$ cat config.mk
export PLATFORM = sky130hd
export DESIGN_NAME = dmem_lsu_flat
export DESIGN_NICKNAME = d
export VERILOG_FILES = /design/src/rtl/dmem_lsu_if.sv /design/src/rtl/dmem_lsu.sv /design/src/flat_wrapper.sv
export SDC_FILE = /design/constraint.sdc
export NUM_CORES = 1
export LEC_CHECK = 0
export ABC_AREA = 1
export BUFFER_PORTS_ARGS = -buffer_cell sky130_fd_sc_hd__clkbuf_2
export CAP_MARGIN = 20
export CORE_ASPECT_RATIO = 1.25
export CORE_UTILIZATION = 45
export DETAILED_ROUTE_END_ITERATION = 8
export PLACE_DENSITY = 0.76
export SYNTH_ARGS = -nofsm -noshare
export SYNTH_HDL_FRONTEND = slang
export SYNTH_SLANG_ARGS = --single-unit
$ cat constraint.sdc
create_clock -name clock -period 2.8 [get_ports clock]
set_input_delay 0.56 -clock clock [delete_from_list [all_inputs] [get_ports clock]]
set_output_delay 0.56 -clock clock [all_outputs]
set_load 0.02 [all_outputs]
$ cat src/rtl/dmem_lsu_if.sv
// rtl/dmem_lsu_if.sv - CPU request/response and data-memory bundles for the load/store unit
// The CPU side masters lsu_req_if; the LSU masters lsu_mem_if towards the data memory.

interface lsu_req_if;
  logic        req_valid;
  logic        req_ready;
  logic        req_write;
  logic [1:0]  req_size;
  logic        req_signed;
  logic [31:0] req_addr;
  logic [31:0] req_wdata;
  logic        resp_valid;
  logic        resp_ready;
  logic [31:0] resp_rdata;
  logic        resp_err;

  modport master (
    output req_valid, req_write, req_size, req_signed, req_addr, req_wdata, resp_ready,
    input  req_ready, resp_valid, resp_rdata, resp_err
  );

  modport slave (
    input  req_valid, req_write, req_size, req_signed, req_addr, req_wdata, resp_ready,
    output req_ready, resp_valid, resp_rdata, resp_err
  );
endinterface

interface lsu_mem_if;
  logic        mem_write;
  logic        mem_read;
  logic [31:0] mem_addr;
  logic [31:0] mem_wdata;
  logic [31:0] mem_rdata;

  modport master (
    output mem_write, mem_read, mem_addr, mem_wdata,
    input  mem_rdata
  );

  modport slave (
    input  mem_write, mem_read, mem_addr, mem_wdata,
    output mem_rdata
  );
endinterface

$ cat src/rtl/dmem_lsu.sv
// rtl/dmem_lsu.sv - single-outstanding load/store unit in front of a word-addressed data memory
// Sub-word stores are read-modify-write; loads extract a little-endian lane and extend it.

module dmem_lsu #(
  parameter logic [31:0] BASE_ADDR   = 32'h2000,
  parameter int unsigned DEPTH_WORDS = 512
) (
  input  logic      clock,
  input  logic      reset_n,
  lsu_req_if.slave  cpu,
  lsu_mem_if.master mem
);

  localparam logic [1:0]  SIZE_BYTE = 2'b00;
  localparam logic [1:0]  SIZE_HALF = 2'b01;
  localparam logic [1:0]  SIZE_WORD = 2'b10;
  // 33-bit window bounds so a window ending at 4 GiB cannot wrap
  localparam logic [32:0] WIN_LO    = {1'b0, BASE_ADDR};
  localparam logic [32:0] WIN_HI    = WIN_LO + 33'(DEPTH_WORDS) * 33'd4;

  typedef enum logic [1:0] {
    IDLE,
    RD,
    WR,
    RESP
  } state_t;

  state_t state_q, state_d;

  logic        write_q;
  logic [1:0]  size_q;
  logic        signed_q;
  logic [31:0] addr_q;
  logic [31:0] wdata_q;
  logic [31:0] word_q;
  logic [31:0] rdata_q;
  logic        err_q;

  logic        req_ready;
  logic        resp_valid;
  logic        mem_read;
  logic        mem_write;
  logic [31:0] mem_addr;
  logic [31:0] mem_wdata;
  logic        req_fire;
  logic        req_err;

  function automatic logic [31:0] extract_load(
    input logic [31:0] word,
    input logic [1:0]  lane,
    input logic [1:0]  size,
    input logic        sgn
  );
    logic [7:0]  b;
    logic [15:0] h;
    logic [31:0] r;
    b = 8'h00;
    case (lane)
      2'd0:    b = word[7:0];
      2'd1:    b = word[15:8];
      2'd2:    b = word[23:16];
      default: b = word[31:24];
    endcase
    h = lane[1] ? word[31:16] : word[15:0];
    case (size)
      SIZE_BYTE: r = sgn ? {{24{b[7]}}, b} : {24'h000000, b};
      SIZE_HALF: r = sgn ? {{16{h[15]}}, h} : {16'h0000, h};
      default:   r = word;
    endcase
    return r;
  endfunction

  function automatic logic [31:0] merge_store(
    input logic [31:0] word,
    input logic [31:0] data,
    input logic [1:0]  lane,
    input logic [1:0]  size
  );
    logic [31:0] r;
    r = word;
    case (size)
      SIZE_BYTE: begin
        case (lane)
          2'd0:    r[7:0]   = data[7:0];
          2'd1:    r[15:8]  = data[7:0];
          2'd2:    r[23:16] = data[7:0];
          default: r[31:24] = data[7:0];
        endcase
      end
      SIZE_HALF: begin
        if (lane[1]) r[31:16] = data[15:0];
        else         r[15:0]  = data[15:0];
      end
      default:   r = data;
    endcase
    return r;
  endfunction

  // Classify the incoming request so the accepting edge can already pick the next state
  always_comb begin
    req_err = 1'b0;
    case (cpu.req_size)
      SIZE_BYTE: req_err = 1'b0;
      SIZE_HALF: req_err = cpu.req_addr[0];
      SIZE_WORD: req_err = |cpu.req_addr[1:0];
      default:   req_err = 1'b1;
    endcase
    if (({1'b0, cpu.req_addr} < WIN_LO) || ({1'b0, cpu.req_addr} >= WIN_HI)) begin
      req_err = 1'b1;
    end
  end

  assign req_fire = cpu.req_valid & req_ready;

  always_ff @(posedge clock or negedge reset_n) begin
    if (!reset_n) begin
      state_q <= IDLE;
    end else begin
      state_q <= state_d;
    end
  end

  always_comb begin
    state_d    = state_q;
    req_ready  = 1'b0;
    resp_valid = 1'b0;
    mem_read   = 1'b0;
    mem_write  = 1'b0;
    mem_addr   = 32'h0;
    mem_wdata  = 32'h0;
    case (state_q)
      IDLE: begin
        req_ready = 1'b1;
        if (cpu.req_valid) begin
          if (req_err)
            state_d = RESP;
          else if (cpu.req_write && cpu.req_size == SIZE_WORD)
            state_d = WR;
          else
            state_d = RD;
        end
      end
      RD: begin
        mem_read = 1'b1;
        mem_addr = {addr_q[31:2], 2'b00};
        state_d  = write_q ? WR : RESP;
      end
      WR: begin
        mem_write = 1'b1;
        mem_addr  = {addr_q[31:2], 2'b00};
        mem_wdata = merge_store(word_q, wdata_q, addr_q[1:0], size_q);
        state_d   = RESP;
      end
      RESP: begin
        resp_valid = 1'b1;
        if (cpu.resp_ready) state_d = IDLE;
      end
      default: state_d = IDLE;
    endcase
  end

  // Captured request, fetched word and the response payload
  always_ff @(posedge clock or negedge reset_n) begin
    if (!reset_n) begin
      write_q  <= 1'b0;
      size_q   <= 2'b00;
      signed_q <= 1'b0;
      addr_q   <= 32'h0;
      wdata_q  <= 32'h0;
      word_q   <= 32'h0;
      rdata_q  <= 32'h0;
      err_q    <= 1'b0;
    end else begin
      if (req_fire) begin
        write_q  <= cpu.req_write;
        size_q   <= cpu.req_size;
        signed_q <= cpu.req_signed;
        addr_q   <= cpu.req_addr;
        wdata_q  <= cpu.req_wdata;
        rdata_q  <= 32'h0;
        err_q    <= req_err;
      end
      if (state_q == RD) begin
        word_q <= mem.mem_rdata;
        if (!write_q) rdata_q <= extract_load(mem.mem_rdata, addr_q[1:0], size_q, signed_q);
      end
    end
  end

  assign cpu.req_ready  = req_ready;
  assign cpu.resp_valid = resp_valid;
  assign cpu.resp_rdata = rdata_q;
  assign cpu.resp_err   = err_q;

  assign mem.mem_read   = mem_read;
  assign mem.mem_write  = mem_write;
  assign mem.mem_addr   = mem_addr;
  assign mem.mem_wdata  = mem_wdata;

endmodule
$ cat src/flat_wrapper.sv
// flat-port wrapper written by rule: the top's interface ports become plain ports
module dmem_lsu_flat 
#(
  parameter logic [31:0] BASE_ADDR   = 32'h2000,
  parameter int unsigned DEPTH_WORDS = 512
)
  (clock, reset_n, cpu_req_valid, cpu_req_write, cpu_req_size, cpu_req_signed, cpu_req_addr, cpu_req_wdata, cpu_resp_ready, cpu_req_ready, cpu_resp_valid, cpu_resp_rdata, cpu_resp_err, mem_mem_write, mem_mem_read, mem_mem_addr, mem_mem_wdata, mem_mem_rdata);
  lsu_req_if cpu_i ();
  lsu_mem_if mem_i ();
  input  logic clock;
  input  logic reset_n;
  input wire logic [$bits(cpu_i.req_valid)-1:0] cpu_req_valid;
  input wire logic [$bits(cpu_i.req_write)-1:0] cpu_req_write;
  input wire logic [$bits(cpu_i.req_size)-1:0] cpu_req_size;
  input wire logic [$bits(cpu_i.req_signed)-1:0] cpu_req_signed;
  input wire logic [$bits(cpu_i.req_addr)-1:0] cpu_req_addr;
  input wire logic [$bits(cpu_i.req_wdata)-1:0] cpu_req_wdata;
  input wire logic [$bits(cpu_i.resp_ready)-1:0] cpu_resp_ready;
  output wire logic [$bits(cpu_i.req_ready)-1:0] cpu_req_ready;
  output wire logic [$bits(cpu_i.resp_valid)-1:0] cpu_resp_valid;
  output wire logic [$bits(cpu_i.resp_rdata)-1:0] cpu_resp_rdata;
  output wire logic [$bits(cpu_i.resp_err)-1:0] cpu_resp_err;
  output wire logic [$bits(mem_i.mem_write)-1:0] mem_mem_write;
  output wire logic [$bits(mem_i.mem_read)-1:0] mem_mem_read;
  output wire logic [$bits(mem_i.mem_addr)-1:0] mem_mem_addr;
  output wire logic [$bits(mem_i.mem_wdata)-1:0] mem_mem_wdata;
  input wire logic [$bits(mem_i.mem_rdata)-1:0] mem_mem_rdata;
  assign cpu_i.req_valid = cpu_req_valid;
  assign cpu_i.req_write = cpu_req_write;
  assign cpu_i.req_size = cpu_req_size;
  assign cpu_i.req_signed = cpu_req_signed;
  assign cpu_i.req_addr = cpu_req_addr;
  assign cpu_i.req_wdata = cpu_req_wdata;
  assign cpu_i.resp_ready = cpu_resp_ready;
  assign cpu_req_ready = cpu_i.req_ready;
  assign cpu_resp_valid = cpu_i.resp_valid;
  assign cpu_resp_rdata = cpu_i.resp_rdata;
  assign cpu_resp_err = cpu_i.resp_err;
  assign mem_mem_write = mem_i.mem_write;
  assign mem_mem_read = mem_i.mem_read;
  assign mem_mem_addr = mem_i.mem_addr;
  assign mem_mem_wdata = mem_i.mem_wdata;
  assign mem_i.mem_rdata = mem_mem_rdata;
  dmem_lsu #(.BASE_ADDR(BASE_ADDR), .DEPTH_WORDS(DEPTH_WORDS)) u_core (.clock(clock), .reset_n(reset_n), .cpu(cpu_i), .mem(mem_i));
endmodule
Word level (Yosys, flattened, before mapping) --
Cells that the tools add are included. W data, S select, Z words.
Storage, ports and cells: bits in registers 135, input bits 104
Operators by class: $lt $le $gt $ge 2, equality and inequality tests 10, multiplexer cells 29, bitwise operators 1, reductions and logical operators 10
Operators with widths (number):
- $mux W32 | 7
- $pmux W32 S2 | 2
- $mux W16 | 3
- $ge A32 B14 Y1 const B | 1
- $lt A32 B14 Y1 const B | 1
- $mux W8 | 4
- $pmux W8 S3 | 1
- $eq A2 B1 Y1 const B | 4
- $eq A2 B2 Y1 const B | 4
- $logic_not A2 Y1 | 4
- $mux W2 | 4
- $pmux W2 S4 | 1
- $mux W1 | 6
- $ne A2 B2 Y1 const B | 2
- $reduce_or A2 Y1 | 2
- $pmux W1 S3 | 1
- $reduce_or A3 Y1 | 1
- $reduce_and A2 Y1 | 1
- $and A1 B1 Y1 | 1
- $logic_and A1 B1 Y1 | 1
- $logic_or A1 B1 Y1 | 1

Depth between registers and ports, before layout --
word-level depth 6, mapped depth 11

Worst setup path before layout --
Ideal clock, no wire load.
kind flip-flop to output port, start point reg u_core.state_q[0], end point out mem_mem_wdata[23], arrival 1718 ps, required time 2240 ps, slack 522 ps, cell stages (with the launch flop) 7, buffers on the path 2, path through dfrtp_1 inv_1 ha_1 clkbuf_1 inv_1 clkbuf_1 a31oi_1
On the way: cells in the longest elaborated chain, start to end 2
Ends and longest elaborated chain:
- start: declaration | RTL line dmem_lsu.sv:28 | state_t state_q, state_d;
- start signal: assignment | RTL line dmem_lsu.sv:119 | state_q <= state_d;
- $eq A2 B2 Y1 | RTL line dmem_lsu.sv:131 | case (state_q)
- $mux W32 | RTL line dmem_lsu.sv:131
- end: declaration | RTL line flat_wrapper.sv:26 | output wire logic [$bits(mem_i.mem_wdata)-1:0] mem_mem_wdata;
Every way passes these cells.

Final worst setup path --
start point reg u_core.addr_q[1], end point out mem_mem_wdata[16]
On the way: cells in the longest elaborated chain, start to end 4, elaborated cells between the ends (all ways) 5, those cells by class 1 x eq/ne; 4 x mux
Ends and longest elaborated chain:
- start: declaration | RTL line dmem_lsu.sv:33 | logic [31:0] addr_q;
- start signal: assignment | RTL line dmem_lsu.sv:178 | addr_q <= cpu.req_addr;
- $eq A2 B2 Y1 | RTL line dmem_lsu.sv:83 | case (lane)
- $mux W8 | RTL line dmem_lsu.sv:83
- $pmux W32 S2 (*) | RTL line dmem_lsu.sv:81 | case (size)
- $mux W32 (*) | RTL line dmem_lsu.sv:131
Every way passes the cells marked *; elsewhere a longest branch is shown, timed or not.

==> impl_metrics.yaml <==
setup_path:
  path_buf_inv: 2
  path_cells: "nand2_1 > inv_1 > nand2_1 > nand3_1 > a31oi_1 > clkbuf_2"
  start_kind: "register"
  max_stage_delay_ns: 0.52
  required_ns: 2.24
  arrival_ns: 2.13
  cpLargestDelayFamily: "flip-flops"
  crit_path_frequent_cell: "nand2_1"
  crit_fanout: 16
  critPathKind: "register to output pin"
  critPathCaptureType: "output pin"
  crit_slowest_cell: "dfrtp_2"
logic_synthesis:
  synth_compound_area_frac: 0.145
  yosysWarningCount: 0
  synthTopCellsByArea: "dfrtp_1, nand2_1, mux2_2, o21ai_0, inv_1"
  ys_seq_elements: 135
  synthXorXnorAreaFrac: 0
  synth_adder_area_share: 0.00678
  ys_types: 30
  synth_top_family_by_area: "simple AND/OR/NAND/NOR gates"
  yosysTopAreaCell: "dfrtp_1"
  syn_area_per_cell_um2: 7.88
  synth_cells: 936
  synth_area_mm2: 0.00738
  ys_seq_area_frac: 0.458
  synth-simple-area-share: 0.202
  synth.area.mux_share: 0.0839
  yosysTopAreaCellShare: 0.458
job:
  maxCapViolations: 0
timing:
  timing.final.crit_share: 0.959
  drv_slew: 0
  rsz0062_at_grt: "false"
  setup_viol: 0
  slew_headroom: 0.492
  hold_viol_final: 0
  fin_skew_ns: 0.00791
  tightest_slew_ns: 0.761
  max_freq_mhz: 372
  fin_crit_ns: 2.69
  tns_ns: 0
cells_and_area:
  syn_to_final_growth_pct: 24.2
  fill_cells: 1524
  final_cell_count_no_fill: 1348
  layout.nets: 1227
  layout_common_cells: "nand2_1, clkbuf_2, dfrtp_1, inv_1, o21ai_0"
  final_common_cell: "nand2_1"
  num_antenna_cells: 0
  drive_above_1_share: 0.295
clock_tree:
  postCtsSetupBuffers: 0
  clk_pin_slew_worst_paths_ns: 0.06
  cts_made_buffers: 17
  clkLatencyLatePin_ns: 0.43
  cts-root-buf: "clkbuf_16"
  cts.sinks: 135
  htree_levels: 4
  clockBufferDepth: 2
  ctsHoldBuffers: 0
  cts.repair.resized: 0
  cts_tree: "built"
route:
  routedWlPerCell_um: 16.5
  wl_mm: 22.3
  drtAntennaViolNets: 0
  vias: 7012
  drtIter0Drc: 570
  vias_per_cell: 5.20
  drc: 0
  first_pass_iters: 5
global_route:
  antenna_found_initial: 0
  grt_use_total: 0.272
  grt_pass1_wl_mm: 34.6
  grt_start_max_net_pins: 72
  grt_pass1_vias: 6757
  gr-total-overflow: 0
floorplanning:
  ios: 205
  start_util: 0.457
  die_w_um: 117
  rows: 52
  fp.dieArea_mm2: 0.0169
  core_mm2: 0.0161
  die_h_um: 145
power_and_ir_drop:
  leakage_nw: 5.04
  peakVddDrop_mv: 0.825
  power.density_mw_per_mm2: 1360
placed_design:
  io_buffer_count: 202
  gp_congestion: 0.937
  dp.cells: 1316
  post-dp-hpwl_mm: 16.6
hold_path:
  hold_path.class: "primary input to async pin"
outcome:
  status: "finished, final reports clean"
## cells in the mapped netlist, drive strengths merged
master / number
a21boi: 6
mux2: 55
inv: 120
o21ai: 101
nand2: 245
nor2: 63
clkbuf: 21
dfrtp: 135
o211ai: 8
o22ai: 8
nand3: 52
a22oi: 3
buf: 38
conb: 1
a31oi: 9
ha: 4
a21oi: 64
nor3: 3
## power by group
part,switching (mW),internal (mW)
clock,0.920,1.42
sequential,0.672,2.94
combinational,4.23,2.24
total,5.82,6.60
## per-layer routing
layer  global-route usage  up-vias  wire length, µm
met4                0.166        0             1250
met1                0.322     3232             8790
met2                0.429      322            10400
met3               0.0789       84             1850
li1                     -     3374                -
met5                    0        -                0
## worst paths after layout
kind	start	slack (ns)	cells past startpoint	end
max in group asynchronous	reset_n	1.97	2	u_core.word_q[13]
min reg2reg	u_core.word_q[1]	0.48	2	u_core.word_q[1]
max reg2reg	u_core.state_q[1]	0.70	8	u_core.cpu.resp_rdata[11]
min in group clock	cpu_req_addr[2]	0.36	2	u_core.addr_q[2]
max	u_core.addr_q[1]	0.11	6	mem_mem_wdata[16]
min	reset_n	0.16	1	u_core.cpu.resp_rdata[27]
## area by class of cell
cell class,instances,area (µm²),share of cell area
flip-flops and latches,135,3380,0.369
inverters,120,453,0.0494
multi-input cells,623,3250,0.354
repair buffers,222,1190,0.130
clock inverters,15,193,0.0210
clock buffers,17,425,0.0464
well taps,216,270,0.0295
## worst register-to-register path, cell delays in order (launching register included)
cell and delay [ns]:
dfrtp_1 0.41, inv_1 0.08, ha_1 0.20, inv_2 0.20, nor2_2 0.07, inv_2 0.56, buf_4 0.27, nand2_1 0.06
a21boi_1 0.13
## registers in the layout (all words and copies together) (netlist names)
signal and count:
u_core.wdata_q 32, u_core.cpu.resp_rdata 32, u_core.signed_q 1, u_core.word_q 32, u_core.cpu.resp_err 1, u_core.state_q 2, u_core.addr_q 32, u_core.write_q 1
u_core.size_q 2
## cell families after synthesis
family | Yosys count
buf+inv | 179
simple gates | 363
other cells | 1
flops | 135
mux | 55
compound gates | 199
fa+ha+maj | 4
## stage by stage
step	worst slack [ns]	total power, mW	utilization	hold WS, ns	area, µm²
6_report	0.114	12.4	0.568	0.158	9160
5_1_grt	0.0254	13.3	0.568	0.203	9160
4_1_cts	0.0572	12.4	0.568	0.178	9160
3_5_place_dp	0.523	10.0	0.529	0.466	8540
3_3_place_gp	0.568	9.89	0.529	0.457	8540
2_1_floorplan	0.522	8.10	-	0.264	7380
No activity file was read; power rests on OpenSTA's default activity.
